File: config.mk
export PLATFORM = sky130hd
export DESIGN_NAME = local_inject_arbiter_flat
export DESIGN_NICKNAME = d
export VERILOG_FILES = /design/src/rtl/local_inject_arbiter_if.sv /design/src/rtl/local_inject_arbiter.sv /design/src/flat_wrapper.sv
export SDC_FILE = /design/constraint.sdc
export NUM_CORES = 1
export LEC_CHECK = 0
export BUFFER_PORTS_ARGS = -buffer_cell sky130_fd_sc_hd__buf_4
export CAP_MARGIN = 20
export CORE_MARGIN = 2
export CORE_UTILIZATION = 48
export CTS_CLUSTER_SIZE = 14
export DETAILED_ROUTE_END_ITERATION = 16
export PLACE_DENSITY = 0.87
export SLEW_MARGIN = 20
export SYNTH_ARGS = -nofsm -noshare
export SYNTH_HDL_FRONTEND = slang
export SYNTH_SLANG_ARGS = --single-unit
File: constraint.sdc
create_clock -name clk -period 3.95 [get_ports clk]
set_clock_uncertainty 0.2 [all_clocks]
set_input_delay 0.5925 -clock clk [delete_from_list [all_inputs] [get_ports clk]]
set_output_delay 0.5925 -clock clk [all_outputs]
set_load 0.05 [all_outputs]
File: src/rtl/local_inject_arbiter_if.sv
// local_inject_arbiter_if: source-side and router-side signals of the injection arbiter
`timescale 1ns/1ps
interface local_inject_arbiter_if #(
    parameter int NUM_SRC = 4,
    parameter int packetwidth = 26
) ();
    logic [NUM_SRC-1:0]             SrcReq;
    logic [NUM_SRC*packetwidth-1:0] SrcPacket;
    logic [NUM_SRC-1:0]             SrcGnt;
    logic [packetwidth-1:0]         PacketOut;
    logic                           ReqDnStr;
    logic                           GntDnStr;
    logic                           DnStrFull;
    logic [15:0]                    SentCount;
    logic                           Busy;
    modport master (
        input  SrcReq, SrcPacket, GntDnStr, DnStrFull,
        output SrcGnt, PacketOut, ReqDnStr, SentCount, Busy
    );
    modport slave (
        output SrcReq, SrcPacket, GntDnStr, DnStrFull,
        input  SrcGnt, PacketOut, ReqDnStr, SentCount, Busy
    );
endinterface

File: src/rtl/local_inject_arbiter.sv
// local_inject_arbiter: round-robin capture of one source packet at a time,
// held and offered to the router Local port until granted
`timescale 1ns/1ps
module local_inject_arbiter #(
    parameter int NUM_SRC = 4,
    parameter int IDW = 2,
    parameter int packetwidth = 26
) (
    input logic clk,
    input logic reset,
    local_inject_arbiter_if.master bus
);
    typedef enum logic {IDLE, SEND} state_t;
    state_t state;
    logic [IDW-1:0] ptr, win_idx, win;
    logic hit;
    logic [packetwidth-1:0] win_pkt;
    int pos;
    // search starts one past the last completed source and wraps
    always_comb begin
        win = '0;
        hit = 1'b0;
        pos = 0;
        for (int k = 1; k <= NUM_SRC; k++) begin
            pos = (int'(ptr) + k >= NUM_SRC) ? int'(ptr) + k - NUM_SRC : int'(ptr) + k;
            for (int i = 0; i < NUM_SRC; i++)
                if (!hit && pos == i && bus.SrcReq[i]) begin
                    win = IDW'(i);
                    hit = 1'b1;
                end
        end
    end
    always_comb begin
        win_pkt = '0;
        for (int i = 0; i < NUM_SRC; i++)
            if (win == IDW'(i)) win_pkt = bus.SrcPacket[i*packetwidth +: packetwidth];
    end
    always_ff @(posedge clk or negedge reset)
        if (!reset) begin
            state <= IDLE;
            ptr <= IDW'(NUM_SRC - 1);
            win_idx <= '0;
            bus.SrcGnt <= '0;
            bus.PacketOut <= '0;
            bus.ReqDnStr <= 1'b0;
            bus.SentCount <= '0;
            bus.Busy <= 1'b0;
        end else begin
            bus.SrcGnt <= '0;
            if (state == IDLE) begin
                if (hit) begin
                    state <= SEND;
                    bus.PacketOut <= win_pkt;
                    bus.SrcGnt <= NUM_SRC'(1) << win;
                    win_idx <= win;
                    bus.Busy <= 1'b1;
                    bus.ReqDnStr <= !bus.DnStrFull;
                end
            end else if (bus.ReqDnStr && bus.GntDnStr) begin
                // grant outranks a simultaneous full: the transfer already happened
                state <= IDLE;
                bus.ReqDnStr <= 1'b0;
                bus.Busy <= 1'b0;
                bus.SentCount <= bus.SentCount + 16'd1;
                ptr <= win_idx;
            end else
                bus.ReqDnStr <= !bus.DnStrFull;
        end
endmodule

File: src/flat_wrapper.sv
// flat-port wrapper written by rule: the top's interface ports become plain ports
module local_inject_arbiter_flat 
#(
    parameter int NUM_SRC = 4,
    parameter int IDW = 2,
    parameter int packetwidth = 26
)
  (clk, reset, bus_SrcReq, bus_SrcPacket, bus_GntDnStr, bus_DnStrFull, bus_SrcGnt, bus_PacketOut, bus_ReqDnStr, bus_SentCount, bus_Busy);
  local_inject_arbiter_if #(.NUM_SRC(NUM_SRC), .packetwidth(packetwidth)) bus_i ();
  input logic clk;
  input logic reset;
  input wire logic [$bits(bus_i.SrcReq)-1:0] bus_SrcReq;
  input wire logic [$bits(bus_i.SrcPacket)-1:0] bus_SrcPacket;
  input wire logic [$bits(bus_i.GntDnStr)-1:0] bus_GntDnStr;
  input wire logic [$bits(bus_i.DnStrFull)-1:0] bus_DnStrFull;
  output wire logic [$bits(bus_i.SrcGnt)-1:0] bus_SrcGnt;
  output wire logic [$bits(bus_i.PacketOut)-1:0] bus_PacketOut;
  output wire logic [$bits(bus_i.ReqDnStr)-1:0] bus_ReqDnStr;
  output wire logic [$bits(bus_i.SentCount)-1:0] bus_SentCount;
  output wire logic [$bits(bus_i.Busy)-1:0] bus_Busy;
  assign bus_i.SrcReq = bus_SrcReq;
  assign bus_i.SrcPacket = bus_SrcPacket;
  assign bus_i.GntDnStr = bus_GntDnStr;
  assign bus_i.DnStrFull = bus_DnStrFull;
  assign bus_SrcGnt = bus_i.SrcGnt;
  assign bus_PacketOut = bus_i.PacketOut;
  assign bus_ReqDnStr = bus_i.ReqDnStr;
  assign bus_SentCount = bus_i.SentCount;
  assign bus_Busy = bus_i.Busy;
  local_inject_arbiter #(.NUM_SRC(NUM_SRC), .IDW(IDW), .packetwidth(packetwidth)) u_core (.clk(clk), .reset(reset), .bus(bus_i));
endmodule
==> run_results.csv, run 1 <==
group,metric,value,unit
global_route,busiest_layer,"met2",
timing,worst_pin_slew,936.3,ps
job,maxCapViolations,0,
route,vias,2972,
yosys,syn_inst,288,
global_route,antenna_found_initial,0,
die,core-area,5851,µm²
power,p_leak,1.978,nW
yosys,syn_nets,401,
yosys,synth_seq_cells,53,
cts,cts_max_path_buffers,2,
route,first_pass_iters,4,
critical_path,crit_fanout,21,
power,vdd_drop_max,0.0003965,V
place,hpwl,6799,µm
timing,finalCritPeriodShare,66.71,%
yosys,syn_area,2861,µm²
timing,slew_violations,0,
critical_path,crit_arrival,2630,ps
route,via_per_inst,5.782,
global_route,grtUsageMet2,49.01,%
critical_path,r2r-end,"u_core.bus.PacketOut[3]",
critical_path,cp.required,3940,ps
cts,numCtsBuffers,5,
route,routed_wl,9037,µm
final_layout,synthToLayoutAreaGrowth,45.69,%
global_route,grt_max_degree,54,
timing,rsz0062_at_grt,"no",
critical_path,crit_start,"bus_SrcReq[0]",
global_route,grt_usage,28.16,%
route,drc,0,
critical_path,cp.depth,6,
cts,clockRootBuffer,"clkbuf_8",
global_route,grt_pass1_vias,2942,
die,start_util,48.91,%
cts,cts_tree,"built",
yosys,synth_edf_count,0,
final_layout,multi_input_area,1404,µm²
final_layout,drive_gt1_share,41.00,%
yosys,yosysSeqAreaShare,46.44,%
yosys,synthArstFlopShare,100.0,%
global_route,grt_use_met3,5.778,%
critical_path,startpoint_type,"primary input",
critical_path,crit_type,"in2reg",
critical_path,slowest_stage,"nand2b_1",
cts,post_cts_buffers,0,
cts,cts_hold_buf,0,
die,rows,28,
critical_path,r2r_start,"u_core.ptr[1]",
cts,clk_pin_slew,100,ps
final_layout,seq_area,1329,µm²
cts,ctsHtreeMaxLevel,2,
status,status,"complete, no violations",
place,io_buffer_count,159,
route,ant_nets,0,
place,place_congestion,0.8598,
global_route,use_met1,36.02,%
die,fp.dieArea,6595,µm²
die,die_w,81.21,µm
critical_path,path_buf_inv,1,
timing,hold_viol_final,0,
critical_path,critical_path.cell_chain,"buf_4, or4_4, nand2b_1, nor2_1, a22oi_1, o31ai_1",
yosys,yosys_warnings,0,
yosys,synthDistinctLibCells,43,
timing,finalCriticalPeriod,2635,ps
critical_path,critPathMaxStageDelay,590,ps
global_route,gr-total-overflow,0,
yosys,ys.flop_type,"dfrtp_1",
cts,cts_sinks,53,
global_route,grt_pass1_wl,14230,µm
final_layout,n_antenna_cell,0,
final_layout,stdcell_count,514,
power,p_per_area,604.1,nW/µm²
critical_path,path_delay_family,"simple AND/OR/NAND/NOR gates",
final_layout,fillers,467,
cts,cts_resized,0,
place,dpl.cell_count,506,
worst_hold_path,hold_path_class,"in2async",
timing,setup_tns,0,ps
route,drt_iter0_markers,205,
critical_path,ff2ff_path_depth,5,
yosys,postSynthAreaPerCell,9.936,µm²
timing,setup_viol,0,
final_layout,fin_nets,551,
die,ioPinCount,160,
timing,max_clock_freq,379.5,MHz
cts,clk_latency,310,ps
timing,relSlewSlack,37.58,%
critical_path,rrSetupSlack,1470,ps
route,wire_per_inst,17.58,µm
die,die_h,81.21,µm
critical_path,cp-end-kind,"flop",
[kinds of logic (layout without fill, tap and decap cells)]
group | count (synthesis) | count (layout) | synth area share, %
adder cells (fa/ha/maj) | 1 | 1 | 0.4372
flip-flops | 53 | 53 | 46.44
AND/OR/NAND/NOR | 84 | 84 | 13.29
AO/OA/AOI/OAI | 111 | 111 | 29.82
multiplexers | 1 | 1 | 0.3498
buffers and inverters | 22 | 173 | 4.504
XOR/XNOR | 16 | 16 | 5.160
[cells in the mapped netlist, types with 5 or more instances]
library cell   n  share of area (%)
o22ai_1       10                2.2
buf_4          5                1.3
a221oi_1      20                6.1
a22o_1         7                2.1
a22oi_1       19                5.0
nand2_1       31                4.1
xnor2_1       13                4.0
buf_2         10                1.7
dfrtp_1       51                 45
o221ai_1       7                2.1
nor2_1        25                3.3
o31ai_1       10                2.6
a211oi_1       8                2.1
nand3_1        6                1.0
a21oi_1       14                2.4
[registers in the layout, indices dropped and copies added, names as in the netlist]
name	count
u_core.bus.Busy	1
u_core.bus.PacketOut	26
u_core.bus.ReqDnStr	1
u_core.bus.SentCount	16
u_core.bus.SrcGnt	4
u_core.ptr	2
u_core.state	1
u_core.win_idx	2
[power by group]
group	total, mW	internal [mW]	switching, mW	leakage (nW)
Combinational	1.31	0.447	0.862	1.26
Clock	0.377	0.190	0.187	0.0543
Sequential	0.832	0.699	0.133	0.666
[worst reg2reg max path: cells and delay by family (launching register included)]
kind               cells  cell delay, ps
AOI/OAI and AO/OA      3             560
and+or+nand+nor        2             930
DFF                    1             700
[per-layer routing]
layer / up-vias / share of wire [%]
li1: 1400 / -
met1: 1442 / 39
met2: 122 / 52
met3: 8 / 7.2
met4: 0 / 1.0
met5: - / 0
[layout by cell type (no fill, tap or decap), types with 4 or more instances in the layout]
master	instances
a221oi_1	20
nor2_1	25
nand2_1	31
nand3_1	6
o22ai_1	10
xnor2_1	13
a22o_1	7
dfrtp_1	51
a22oi_1	19
buf_4	162
a211oi_1	8
o31ai_1	10
a21oi_1	14
o21ai_0	4
nor2b_1	4
nand2b_1	4
and3_1	4
clkbuf_8	5
o221ai_1	7
[worst max-delay path by stage]
stage | end | slack, ps
global placement | u_core.bus.PacketOut[24] | 1040
floorplan | u_core.bus.SentCount[13] | 1800
global route | u_core.bus.PacketOut[0] | 1140
detailed placement | u_core.bus.PacketOut[7] | 970
CTS | u_core.bus.PacketOut[1] | 1320
finish | u_core.bus.PacketOut[3] | 1310
[layout make-up]
| class | count | area share (%) |
|---|---|---|
| multi-input cells | 213 | 33.67 |
| flip-flops and latches | 53 | 31.87 |
| repair buffers | 162 | 29.17 |
| well taps | 75 | 2.251 |
| clock buffers | 5 | 1.651 |
| clock inverters | 3 | 1.110 |
| inverters | 3 | 0.2701 |
[through the flow]
stage / total power [mW] / cell area, µm² / hold slack, ps / worst slack, ps / utilization [%]
6_report: 2.518 / 4169 / 104.5 / 1315 / 71.26
4_1_cts: 2.524 / 4169 / 122.2 / 1319 / 71.26
3_5_place_dp: 2.149 / 4054 / 272.9 / 972.7 / 69.29
5_1_grt: 2.652 / 4169 / 146.2 / 1139 / 71.26
3_3_place_gp: 2.118 / 4054 / 262.1 / 1038 / 69.29
2_1_floorplan: 1.720 / 2861 / 96.91 / 1803 / -
(Power assumes the default switching activity.)
==> inputs of run 2 (changes only) <==
CORE_UTILIZATION = 40   (was 48)
PLACE_DENSITY = 0.77   (was 0.87)
clock period = 2.2 ns   (was 3.95 ns; I/O delays follow)
==> run_results.csv, run 2 (synthesis results as in run 1) <==
group,metric,value,unit
timing,relSlewSlack,54.78,%
critical_path,slowest_stage,"dfstp_2",
final_layout,drive_gt1_share,43.05,%
timing,setup_viol,0,
power,clkPwrFrac,14.5,%
route,routed_wl,9158,µm
final_layout,mostFrequentLayoutCells,"buf_4, dfrtp_1, nand2_1",
global_route,antenna_found_initial,0,
critical_path,startpoint_type,"flop",
critical_path,cpMostUsedCell,"a21oi_1",
critical_path,cp-end-kind,"flop",
critical_path,cp.required,2180,ps
die,die_w,88.58,µm
critical_path,r2r-end,"u_core.bus.PacketOut[23]",
power,p_leak,2.055,nW
die,fp.dieArea,7846,µm²
power,power_frac_comb,53.8,%
final_layout,synthToLayoutAreaGrowth,51.95,%
timing,finalCritPeriodShare,95.22,%
global_route,grt_pass1_vias,2959,
final_layout,reg.largest.list,"u_core.bus.PacketOut x26, u_core.bus.SentCount x16, u_core.bus.SrcGnt x4",
cts,ctsHtreeMaxLevel,2,
die,die_h,88.58,µm
cts,cts_tree,"built",
status,status,"complete, no violations",
die,ioPinCount,160,
global_route,grt_max_degree,54,
place,hpwl,6947,µm
critical_path,crit_fanout,16,
critical_path,crit_start,"u_core.ptr[0]",
cts,clk_latency,290,ps
cts,clockRootBuffer,"clkbuf_8",
power,sw_frac_of_total,45.71,%
route,ant_nets,0,
power,p_seq_share,31.6,%
die,core-area,6869,µm²
cts,cts_max_path_buffers,2,
final_layout,largest_register_ffs,26,
global_route,grt_pass1_wl,14120,µm
critical_path,crit_arrival,2070,ps
place,io_buffer_count,159,
final_layout,n_antenna_cell,0,
route,via_per_inst,5.541,
final_layout,final_common_cell,"buf_4",
route,drt_iter0_markers,130,
critical_path,critPathMaxStageDelay,600,ps
power,switchingPower,2.124,mW
cts,numCtsBuffers,5,
power,vdd_drop_max,0.0006342,V
critical_path,rrSetupSlack,110,ps
place,place_congestion,0.9037,
cts,clk_pin_slew,90,ps
die,rows,30,
route,wire_per_inst,16.68,µm
global_route,gr-total-overflow,0,
timing,slew_violations,0,
timing,max_clock_freq,477.4,MHz
route,vias,3042,
die,start_util,41.66,%
global_route,grt_usage,23.20,%
worst_hold_path,hold_path_class,"in2reg",
place,dpl.cell_count,540,
route,first_pass_iters,5,
timing,rsz0062_at_grt,"no",
critical_path,crit_end,"u_core.bus.PacketOut[23]",
timing,hold_viol_final,0,
route,drc,0,
place,placed_cell_area,4203,µm²
timing,worst_pin_slew,678.3,ps
critical_path,ff2ff_path_depth,6,
final_layout,fin_area,4348,µm²
critical_path,r2r_start,"u_core.ptr[0]",
final_layout,top_register,"u_core.bus.PacketOut",
timing,setup_tns,0,ps
final_layout,fin_util,63.30,%
job,maxCapViolations,0,
final_layout,fin_nets,565,
timing,finalCriticalPeriod,2095,ps
power,p_int,2.523,mW
final_layout,stdcell_count,549,
critical_path,critical_path.cell_chain,"buf_4, a21oi_1, o221a_2, a22o_1, a211oi_1, a21oi_1",
cts,cts_sinks,53,
critical_path,crit_type,"reg2reg",
power,p_per_area,1069,nW/µm²
-- run 2: routing by layer --
| metal | part of all wire [%] | vias up | track usage, % |
|---|---|---|---|
| met5 | 0 | - | 0 |
| met4 | 2.6 | 0 | 8.264 |
| met3 | 6.7 | 21 | 3.731 |
| met2 | 52 | 138 | 40.12 |
| met1 | 39 | 1454 | 29.45 |
| li1 | - | 1429 | - |
-- run 2: layout make-up --
class | count | area (µm²)
Tap cell | 96 | 120.1
Fill cell | 593 | 2521
Clock buffer | 7 | 86.33
Inverter | 3 | 11.26
Timing Repair Buffer | 176 | 1349
Clock inverter | 1 | 30.03
Sequential cell | 53 | 1329
Multi-Input combinational cell | 213 | 1423
-- run 2: stage by stage --
step                      setup slack (ps)  hold WS (ps)  power, mW
final                                105.2         25.31      4.647
after global routing                 2.038         32.74      4.903
after CTS                            49.51         13.92      4.656
after detailed placement            -38.35         216.5      3.977
after global placement               91.97         210.4      3.922
after floorplan                      53.11        -165.6      3.088
-- run 2: worst min-delay path by stage --
| stage | start | to | slack, ps | cells after the start |
|---|---|---|---|---|
| after global routing | bus_DnStrFull | u_core.bus.ReqDnStr | 30 | 2 |
| after detailed placement | reset | u_core.bus.ReqDnStr | 220 | 1 |
| after floorplan | reset | u_core.bus.Busy | -170 | 0 |
| after CTS | bus_DnStrFull | u_core.bus.ReqDnStr | 10 | 2 |
| final | bus_DnStrFull | u_core.bus.ReqDnStr | 30 | 2 |
| after global placement | reset | u_core.state | 210 | 1 |
-- run 2: power by group through the flow --
| stage | clock, mW | sequential (mW) | combinational [mW] |
|---|---|---|---|
| after floorplan | 0 | 2.29 | 0.794 |
| after global placement | 0 | 1.47 | 2.45 |
| after detailed placement | 0 | 1.48 | 2.49 |
| after CTS | 0.692 | 1.47 | 2.50 |
| after global routing | 0.733 | 1.51 | 2.66 |
| final | 0.676 | 1.47 | 2.50 |
-- run 2: repair_timing --
item	4_1_cts	5_1_grt
endpoints found under the setup margin	5	12
resized for setup	1	3
hold endpoints to repair	51	0
setup buffers	0	0
hold buffers	1	0
-- run 2: worst max-delay path: cells and delay by family, from the launching register on --
kind | cells | cell delay [ps]
buffers and inverters | 1 | 160
AOI/OAI and AO/OA | 5 | 1000
DFF | 1 | 600
==> inputs of run 3 (changes only) <==
CORE_UTILIZATION = 48   (was 40)
GPL_TIMING_DRIVEN = 0   (was unset)
PLACE_DENSITY = 0.87   (was 0.77)
clock period = 2.7 ns   (was 2.2 ns; I/O delays follow)
==> run_results.csv, run 3 (synthesis results as in run 1) <==
group,metric,value,unit
status,status,"complete, no violations",
critical_path,startpoint_type,"flop",
die,start_util,48.91,%
critical_path,crit_type,"reg2reg",
timing,relSlewSlack,37.94,%
global_route,grt_max_degree,54,
final_layout,reg.largest.list,"u_core.bus.PacketOut x26, u_core.bus.SentCount x16, u_core.bus.SrcGnt x4",
critical_path,rrSetupSlack,210,ps
critical_path,crit_fanout,10,
global_route,antenna_found_initial,0,
critical_path,r2r_start,"u_core.ptr[1]",
die,ioPinCount,160,
power,vdd_drop_max,0.0005246,V
power,power,3.848,mW
route,wire_per_inst,17.75,µm
final_layout,fin_nets,568,
global_route,grt_pass1_wl,14170,µm
cts,clk_latency,310,ps
final_layout,drive_gt1_share,42.54,%
place,io_buffer_count,159,
final_layout,mostFrequentLayoutCells,"buf_4, dfrtp_1, nand2_1",
route,routed_wl,9423,µm
final_layout,final_common_cell,"buf_4",
global_route,gr-total-overflow,0,
global_route,grt_pass1_vias,2953,
final_layout,synthToLayoutAreaGrowth,50.02,%
cts,cts_tree,"built",
timing,max_clock_freq,402.1,MHz
timing,rsz0062_at_grt,"no",
timing,setup_tns,0,ps
die,core-area,5851,µm²
critical_path,crit_arrival,2510,ps
critical_path,critical_path.cell_chain,"buf_6, mux2i_1, o22ai_1, a21oi_1, a22oi_1, o22ai_1",
route,ant_nets,0,
route,drt_iter0_markers,154,
final_layout,n_antenna_cell,0,
die,fp.dieArea,6595,µm²
die,die_h,81.21,µm
route,drc,0,
timing,worst_pin_slew,930.9,ps
die,die_w,81.21,µm
route,vias,3095,
place,hpwl,7085,µm
critical_path,cpMostUsedCell,"o22ai_1",
critical_path,critPathMaxStageDelay,720,ps
critical_path,r2r-end,"u_core.bus.PacketOut[12]",
global_route,grt_usage,28.11,%
critical_path,cp.required,2720,ps
final_layout,largest_register_ffs,26,
cts,cts_max_path_buffers,2,
timing,setup_viol,0,
critical_path,cp-end-kind,"flop",
timing,finalCritPeriodShare,92.12,%
timing,hold_viol_final,0,
critical_path,ff2ff_path_depth,6,
job,maxCapViolations,0,
critical_path,slowest_stage,"a21oi_1",
timing,slew_violations,0,
place,place_congestion,0.8266,
cts,cts_resized,0,
cts,clk_pin_slew,100,ps
cts,post_cts_buffers,0,
power,p_leak,2.062,nW
cts,ctsHtreeMaxLevel,2,
die,rows,28,
final_layout,fin_util,73.37,%
final_layout,top_register,"u_core.bus.PacketOut",
cts,numCtsBuffers,5,
cts,cts_hold_buf,1,
timing,finalCriticalPeriod,2487,ps
power,p_per_area,896.4,nW/µm²
route,first_pass_iters,5,
cts,clockRootBuffer,"clkbuf_8",
critical_path,crit_start,"u_core.ptr[1]",
final_layout,fillers,453,
cts,cts_sinks,53,
route,via_per_inst,5.829,
critical_path,crit_end,"u_core.bus.PacketOut[12]",
worst_hold_path,hold_path_class,"in2reg",
[run 3: routing by layer]
layer  track usage (%)  up-vias  wire length, µm
met2             48.84      138             4917
met3             5.556       10              688
met1             34.57     1512             3706
met4             10.34        0              110
li1                  -     1435                -
met5                 0        -                0
[run 3: layout make-up]
cell class	instances	area, µm²	area share [%]
multi-input combinational	213	1404	32.70
sequential	53	1329	30.95
timing repair buffer	160	1204	28.04
buffer	19	117.6	2.740
tap	75	93.84	2.186
clock buffer	5	68.82	1.603
clock inverter	3	65.06	1.516
inverter	3	11.26	0.2623
[run 3: metrics by stage]
step | std cells | hold WS, ps | setup slack, ps | instance area, µm²
after global routing | 531 | 92.81 | 160.2 | 4293
after floorplan | 288 | -90.59 | 553.1 | 2861
after global placement | 522 | 259.3 | 381.8 | 4149
after detailed placement | 522 | 270.2 | 284.6 | 4149
after CTS | 531 | 88.56 | 257.8 | 4293
final | 531 | 80.65 | 212.8 | 4293
[run 3: worst max-delay path: cells and delay by family, from the launching register on]
kind | cells | cell delay [ps]
AO/OA/AOI/OAI | 4 | 1230
flip-flops | 1 | 590
multiplexers | 1 | 210
buffers and inverters | 1 | 150
[run 3: worst min-delay path by stage]
stage                           start                   to  slack, ps  cells after the start
floorplan                       reset      u_core.bus.Busy        -90                      0
global placement    u_core.win_idx[1]    u_core.win_idx[1]        260                      1
detailed placement  u_core.win_idx[1]        u_core.ptr[1]        270                      2
CTS                     bus_DnStrFull  u_core.bus.ReqDnStr         90                      2
global route            bus_DnStrFull  u_core.bus.ReqDnStr         90                      2
finish                  bus_DnStrFull  u_core.bus.ReqDnStr         80                      2
[run 3: power breakdown]
group | leakage, nW | switching [mW] | internal [mW]
sequential | 0.666 | 0.161 | 1.02
clock | 0.0681 | 0.272 | 0.368
combinational | 1.33 | 1.32 | 0.700
total | 2.06 | 1.76 | 2.09
